[config.mk]
export PLATFORM = sky130hd
export DESIGN_NAME = lsu_mem_port
export DESIGN_NICKNAME = d
export VERILOG_FILES = /design/src/rtl/lsu_mem_port.sv
export SDC_FILE = /design/constraint.sdc
export NUM_CORES = 1
export LEC_CHECK = 0
export BUFFER_PORTS_ARGS = -buffer_cell sky130_fd_sc_hd__clkbuf_2
export CORE_ASPECT_RATIO = 0.75
export CORE_UTILIZATION = 59
export CTS_BUF_LIST = sky130_fd_sc_hd__clkbuf_2
export DETAILED_ROUTE_END_ITERATION = 10
export GPL_ROUTABILITY_DRIVEN = 0
export GPL_TIMING_DRIVEN = 0
export PLACE_DENSITY = 0.89
export SETUP_SLACK_MARGIN = 0.02
export SLEW_MARGIN = 25
export SYNTH_ARGS = -nofsm -noshare
export SYNTH_HDL_FRONTEND = slang
export SYNTH_SLANG_ARGS = --single-unit
export TNS_END_PERCENT = 50
[constraint.sdc]
create_clock -name clk -period 5.4 [get_ports clk]
set_input_delay 0.81 -clock clk [delete_from_list [all_inputs] [get_ports clk]]
set_output_delay 0.81 -clock clk [all_outputs]
set_load 0.05 [all_outputs]
[src/rtl/lsu_mem_port.sv]
// Load/store unit front end: turns one decoded load/store into a single word-wide
// bus transaction, with lane steering, load extension, error detection and a hang timeout.
module lsu_mem_port #(
    parameter int unsigned TIMEOUT = 255
) (
    input  logic        clk,
    input  logic        reset,
    input  logic        in_valid,
    output logic        in_ready,
    input  logic [5:0]  in_type,
    input  logic [31:0] in_addr,
    input  logic [31:0] in_wdata,
    output logic        mem_req,
    input  logic        mem_gnt,
    output logic        mem_we,
    output logic [31:0] mem_addr,
    output logic [3:0]  mem_be,
    output logic [31:0] mem_wdata,
    input  logic        mem_rvalid,
    input  logic [31:0] mem_rdata,
    output logic        out_valid,
    output logic [31:0] out_rdata,
    output logic        out_err
);

    localparam logic [1:0] ST_IDLE = 2'd0;
    localparam logic [1:0] ST_REQ  = 2'd1;
    localparam logic [1:0] ST_WAIT = 2'd2;
    localparam logic [1:0] ST_DONE = 2'd3;

    logic [1:0]  state_q, state_d;
    logic [1:0]  size_q, size_d;
    logic        uns_q, uns_d;
    logic [1:0]  off_q, off_d;
    logic [31:0] cnt_q, cnt_d;
    logic        mem_we_q, mem_we_d;
    logic [3:0]  mem_be_q, mem_be_d;
    logic [31:0] mem_addr_q, mem_addr_d;
    logic [31:0] mem_wdata_q, mem_wdata_d;
    logic [31:0] rdata_q, rdata_d;
    logic        err_q, err_d;

    logic        cls_load, cls_store, illegal, misaligned, timeout_hit;
    logic [3:0]  lane_be;
    logic [31:0] store_lanes;
    logic [31:0] shifted;
    logic [31:0] load_ext;

    assign cls_load   = (in_type[5:3] == 3'b011);
    assign cls_store  = (in_type[5:3] == 3'b010);
    assign illegal    = !(cls_load || cls_store) || (in_type[1:0] == 2'b11)
                        || (cls_store && in_type[2]) || ((in_type[1:0] == 2'b10) && in_type[2]);
    assign misaligned = ((in_type[1:0] == 2'b01) && in_addr[0])
                        || ((in_type[1:0] == 2'b10) && (in_addr[1:0] != 2'b00));

    assign lane_be = (in_type[1:0] == 2'b00) ? (4'b0001 << in_addr[1:0]) :
                     (in_type[1:0] == 2'b01) ? (4'b0011 << in_addr[1:0]) : 4'b1111;

    // Each byte lane picks its source byte so narrow stores appear on every lane.
    genvar gi;
    generate
        for (gi = 0; gi < 4; gi++) begin : g_lane
            assign store_lanes[8*gi +: 8] =
                (in_type[1:0] == 2'b00) ? in_wdata[7:0] :
                (in_type[1:0] == 2'b01) ? in_wdata[8*(gi%2) +: 8] :
                                          in_wdata[8*gi +: 8];
        end
    endgenerate

    assign shifted = mem_rdata >> {off_q, 3'b000};

    always_comb begin
        case (size_q)
            2'b00:   load_ext = {{24{~uns_q & shifted[7]}}, shifted[7:0]};
            2'b01:   load_ext = {{16{~uns_q & shifted[15]}}, shifted[15:0]};
            default: load_ext = shifted;
        endcase
    end

    assign timeout_hit = (TIMEOUT != 0) && ((cnt_q + 32'd1) >= TIMEOUT);

    always_comb begin
        state_d     = state_q;
        size_d      = size_q;
        uns_d       = uns_q;
        off_d       = off_q;
        cnt_d       = cnt_q;
        mem_we_d    = mem_we_q;
        mem_be_d    = mem_be_q;
        mem_addr_d  = mem_addr_q;
        mem_wdata_d = mem_wdata_q;
        rdata_d     = rdata_q;
        err_d       = err_q;
        case (state_q)
            ST_IDLE: begin
                if (in_valid) begin
                    cnt_d   = 32'd0;
                    rdata_d = 32'd0;
                    err_d   = 1'b0;
                    size_d  = in_type[1:0];
                    uns_d   = in_type[2];
                    off_d   = in_addr[1:0];
                    if (illegal || misaligned) begin
                        err_d   = 1'b1;
                        state_d = ST_DONE;
                    end else begin
                        mem_we_d    = cls_store;
                        mem_be_d    = lane_be;
                        mem_addr_d  = {in_addr[31:2], 2'b00};
                        mem_wdata_d = cls_store ? store_lanes : 32'd0;
                        state_d     = ST_REQ;
                    end
                end
            end
            ST_REQ: begin
                cnt_d = cnt_q + 32'd1;
                // A grant in the final cycle still wins over the timeout.
                if (mem_gnt) begin
                    if (mem_we_q) begin
                        state_d = ST_DONE;
                    end else if (mem_rvalid) begin
                        rdata_d = load_ext;
                        state_d = ST_DONE;
                    end else begin
                        state_d = ST_WAIT;
                    end
                end else if (timeout_hit) begin
                    err_d   = 1'b1;
                    rdata_d = 32'd0;
                    state_d = ST_DONE;
                end
            end
            ST_WAIT: begin
                cnt_d = cnt_q + 32'd1;
                if (mem_rvalid) begin
                    rdata_d = load_ext;
                    state_d = ST_DONE;
                end else if (timeout_hit) begin
                    err_d   = 1'b1;
                    rdata_d = 32'd0;
                    state_d = ST_DONE;
                end
            end
            default: state_d = ST_IDLE;
        endcase
    end

    always_ff @(posedge clk) begin
        if (reset) begin
            state_q     <= ST_IDLE;
            size_q      <= 2'd0;
            uns_q       <= 1'b0;
            off_q       <= 2'd0;
            cnt_q       <= 32'd0;
            mem_we_q    <= 1'b0;
            mem_be_q    <= 4'd0;
            mem_addr_q  <= 32'd0;
            mem_wdata_q <= 32'd0;
            rdata_q     <= 32'd0;
            err_q       <= 1'b0;
        end else begin
            state_q     <= state_d;
            size_q      <= size_d;
            uns_q       <= uns_d;
            off_q       <= off_d;
            cnt_q       <= cnt_d;
            mem_we_q    <= mem_we_d;
            mem_be_q    <= mem_be_d;
            mem_addr_q  <= mem_addr_d;
            mem_wdata_q <= mem_wdata_d;
            rdata_q     <= rdata_d;
            err_q       <= err_d;
        end
    end

    assign in_ready  = (state_q == ST_IDLE);
    assign mem_req   = (state_q == ST_REQ);
    assign mem_we    = mem_we_q;
    assign mem_be    = mem_be_q;
    assign mem_addr  = mem_addr_q;
    assign mem_wdata = mem_wdata_q;
    assign out_valid = (state_q == ST_DONE);
    assign out_rdata = rdata_q;
    assign out_err   = err_q;

endmodule

==> impl_metrics.toml <==
[run_status]
status = "complete, no violations"

[worst_setup_path]
cpMaxStageDelayCell = "nor2_1"
path_cells = "inv_1 -> ha_1 -> buf_2 -> clkinv_1 -> nor2_1 -> nand3_1 -> nor2_1 -> clkbuf_1 -> a21oi_1 -> a211oi_2"
cp.buffers_inverters = 4
critPathLaunchType = "register"
worst-setup-path-type = "register to register"
r2r_end = "out_rdata[23]"
crit_cells = 10
crit_fanout = 10
crit_path_end_kind = "register"
critical-path-top-delay-family = "simple AND/OR/NAND/NOR gates"
crit_path_start = "state_q[1]"
worst_path_most_repeated_cell = "nor2_1"
r2r_start = "state_q[1]"
endpoint = "out_rdata[23]"
reg2reg_depth = 10
cp.arrival_ps = 4600
crit_required_ps = 6050
reg2reg_slack_ps = 1460
max_stage_delay_ps = 660

[final_layout]
sequential_cell_area_mm2 = 0.00278
multiInputGateArea_mm2 = 0.00432
diodes = 0
final_util_pct = 73.0
drive_above_1_share_pct = 23.9
areaGrowthSynthToFinish_pct = 20.0
fillers = 980
fin_area_mm2 = 0.00898
nets = 1324

[logic_synthesis]
yosysSeqAreaShare_pct = 37.2
ys_warn_count = 0
async_flop_share_pct = 0
synth.cell_area_mm2 = 0.00748
synthTopCellsByCount = "nand2_1 (148), dfxtp_1 (139), nor2_1 (133)"
synth_compound_area_share_pct = 22.6
synth_seq_cells = 139
synthMuxAreaShare_pct = 6.45
netlist_instances = 980
synth_edf_count = 0
synth_top_cell_by_area = "dfxtp_1"
yosysMostFrequentCell = "nand2_1"
synth_fa_ha_area_share_pct = 1.67
synth_top_family_by_area = "simple AND/OR/NAND/NOR gates"
synth_top_area_share_pct = 37.2
ys.flop_type = "dfxtp_1"
synth-xor-area-share_pct = 1.29
synth_cell_type_count = 59
synth_area_leaders = "dfxtp_1 (37%), nand2_1 (7.4%), a21oi_1 (6.8%)"
synth_simple_gate_area_share_pct = 25.6
post_synth.cell_area_avg_um2 = 7.64

[routing]
ant_nets = 0
drtPass1Iterations = 8
drt_wl_total_um = 22500
via_count = 8218
via_per_inst = 5.93
remaining_drc_errors = 0
drt_iter0_markers = 763
avgRoutedWirePerCell_um = 16.3

[timing]
drv_slew = 0
finalClockSkew_ps = 25.6
hold_viol_final = 0
fin_crit_sh_pct = 73.0
worstMarginPinSlew_ps = 792
worst_slack_ps = 1460
max_freq_mhz = 254
min_period_ps = 3940
setup_viol = 0
finalSetupTns_ps = 0
slew_headroom_pct = 47.2
rsz0062_at_grt = "false"

[place]
portBuffers = 207
dp_hpwl_um = 16900
placed_area_mm2 = 0.00873
post-place-ws_ps = 1730

[global_route]
grt_max_degree = 17
grt_first_pass_wirelength_um = 36400
grt_usage_pct = 34.6
grt_pass1_vias = 7347
gr-total-overflow = 0
antenna_found_initial = 0

[cts]
cts_tree = "built"
numClockSinks = 139
clock_latency_ps = 720
cts_buffers = 17
cts_max_path_buffers = 2
h-tree-depth = 4
cts_setup_buffers = 0
ctsHoldBuffers = 0
cts.clk_slew.worst_paths_ps = 230
cts_resized = 0
clockRootBuffer = "clkbuf_2"

[floorplanning]
core_area_mm2 = 0.0123
die_y_um = 99.5
num_io_pins = 212
initial_utilization_pct = 60.8
num_rows = 35
fp.dieArea_mm2 = 0.0131
die_w_um = 132

[flow_run]
drv_cap = 0

[power]
irDropWorstVdd_mv = 0.186
p_per_area_mw_per_mm2 = 313
leakagePower_nw = 3.63

[min_path]
whs_path_depth = 3
hold_class = "input pin to register"
-- power breakdown --
part	switching [mW]	total, mW	internal, mW
sequential	0.0287	1.09	1.06
clock	0.425	0.650	0.225
combinational	0.758	1.07	0.313
-- registers in the layout, indices dropped and copies added (netlist names), 2 cells and up --
register	cells
state_q	2
cnt_q	32
mem_addr	30
mem_wdata	32
out_rdata	32
mem_be	4
size_q	2
off_q	2
-- cell families (layout without fill, tap and decap cells) --
kind of cell,Yosys count,in the layout
buffers and inverters,94,333
AND/OR/NAND/NOR,415,415
AO/OA/AOI/OAI,264,264
flip-flops,139,139
adder cells (fa/ha/maj),10,10
XOR/XNOR,11,11
other,1,2
multiplexers,46,46
-- worst min path at each step --
stage,to,from
after floorplan,uns_q,uns_q
after global placement,mem_addr[21],mem_addr[21]
after detailed placement,mem_addr[29],mem_addr[29]
after CTS,mem_addr[3],in_addr[3]
after global routing,mem_addr[11],in_addr[11]
final,mem_addr[27],in_addr[27]
-- cells in the final DEF, fill, tap and decap left out, types with 7 or more instances in the layout --
cell / count
nor2_1: 133
a22oi_1: 37
nor4_1: 8
buf_2: 12
a311oi_1: 8
nor3_1: 30
ha_1: 10
buf_1: 8
a211oi_2: 10
clkbuf_1: 58
a31oi_1: 7
mux2_2: 18
mux2i_1: 28
nor2b_1: 20
a21o_1: 14
a211oi_1: 28
xnor2_1: 7
clkbuf_2: 225
dfxtp_1: 139
nand3_1: 23
inv_1: 12
o21ai_0: 39
nand4_1: 12
a21oi_1: 102
nand2_1: 148
-- metrics by stage --
step	power (mW)	instances	hold slack, ps
2_1_floorplan	1.85	981	445
3_3_place_gp	2.12	1354	441
3_5_place_dp	2.15	1354	446
4_1_cts	2.78	1386	242
5_1_grt	2.96	1386	190
6_report	2.81	1386	268
-- per-layer routing --
layer | wire [µm] | track usage, % | vias up
met5 | 0 | 0 | -
met2 | 10100 | 54.5 | 488
met1 | 9630 | 46.0 | 3770
met4 | 574 | 12.7 | 0
li1 | - | - | 3912
met3 | 2260 | 8.61 | 48
-- area by class of cell --
class	count	area share [%]
inverter	13	0.543
tap	166	2.31
buffer	81	3.72
multi-input combinational	748	48.1
clock inverter	14	1.78
timing repair buffer	207	11.5
sequential	139	31.0
clock buffer	18	1.00
-- worst reg2reg max path, stage by stage (launching register included) --
cell and delay (ps):
dfxtp_1 440, inv_1 100, ha_1 270, buf_2 280
clkinv_1 310, nor2_1 670, nand3_1 480, nor2_1 560
clkbuf_1 390, a21oi_1 160, a211oi_2 230
Power figures use the tool's default switching activity.
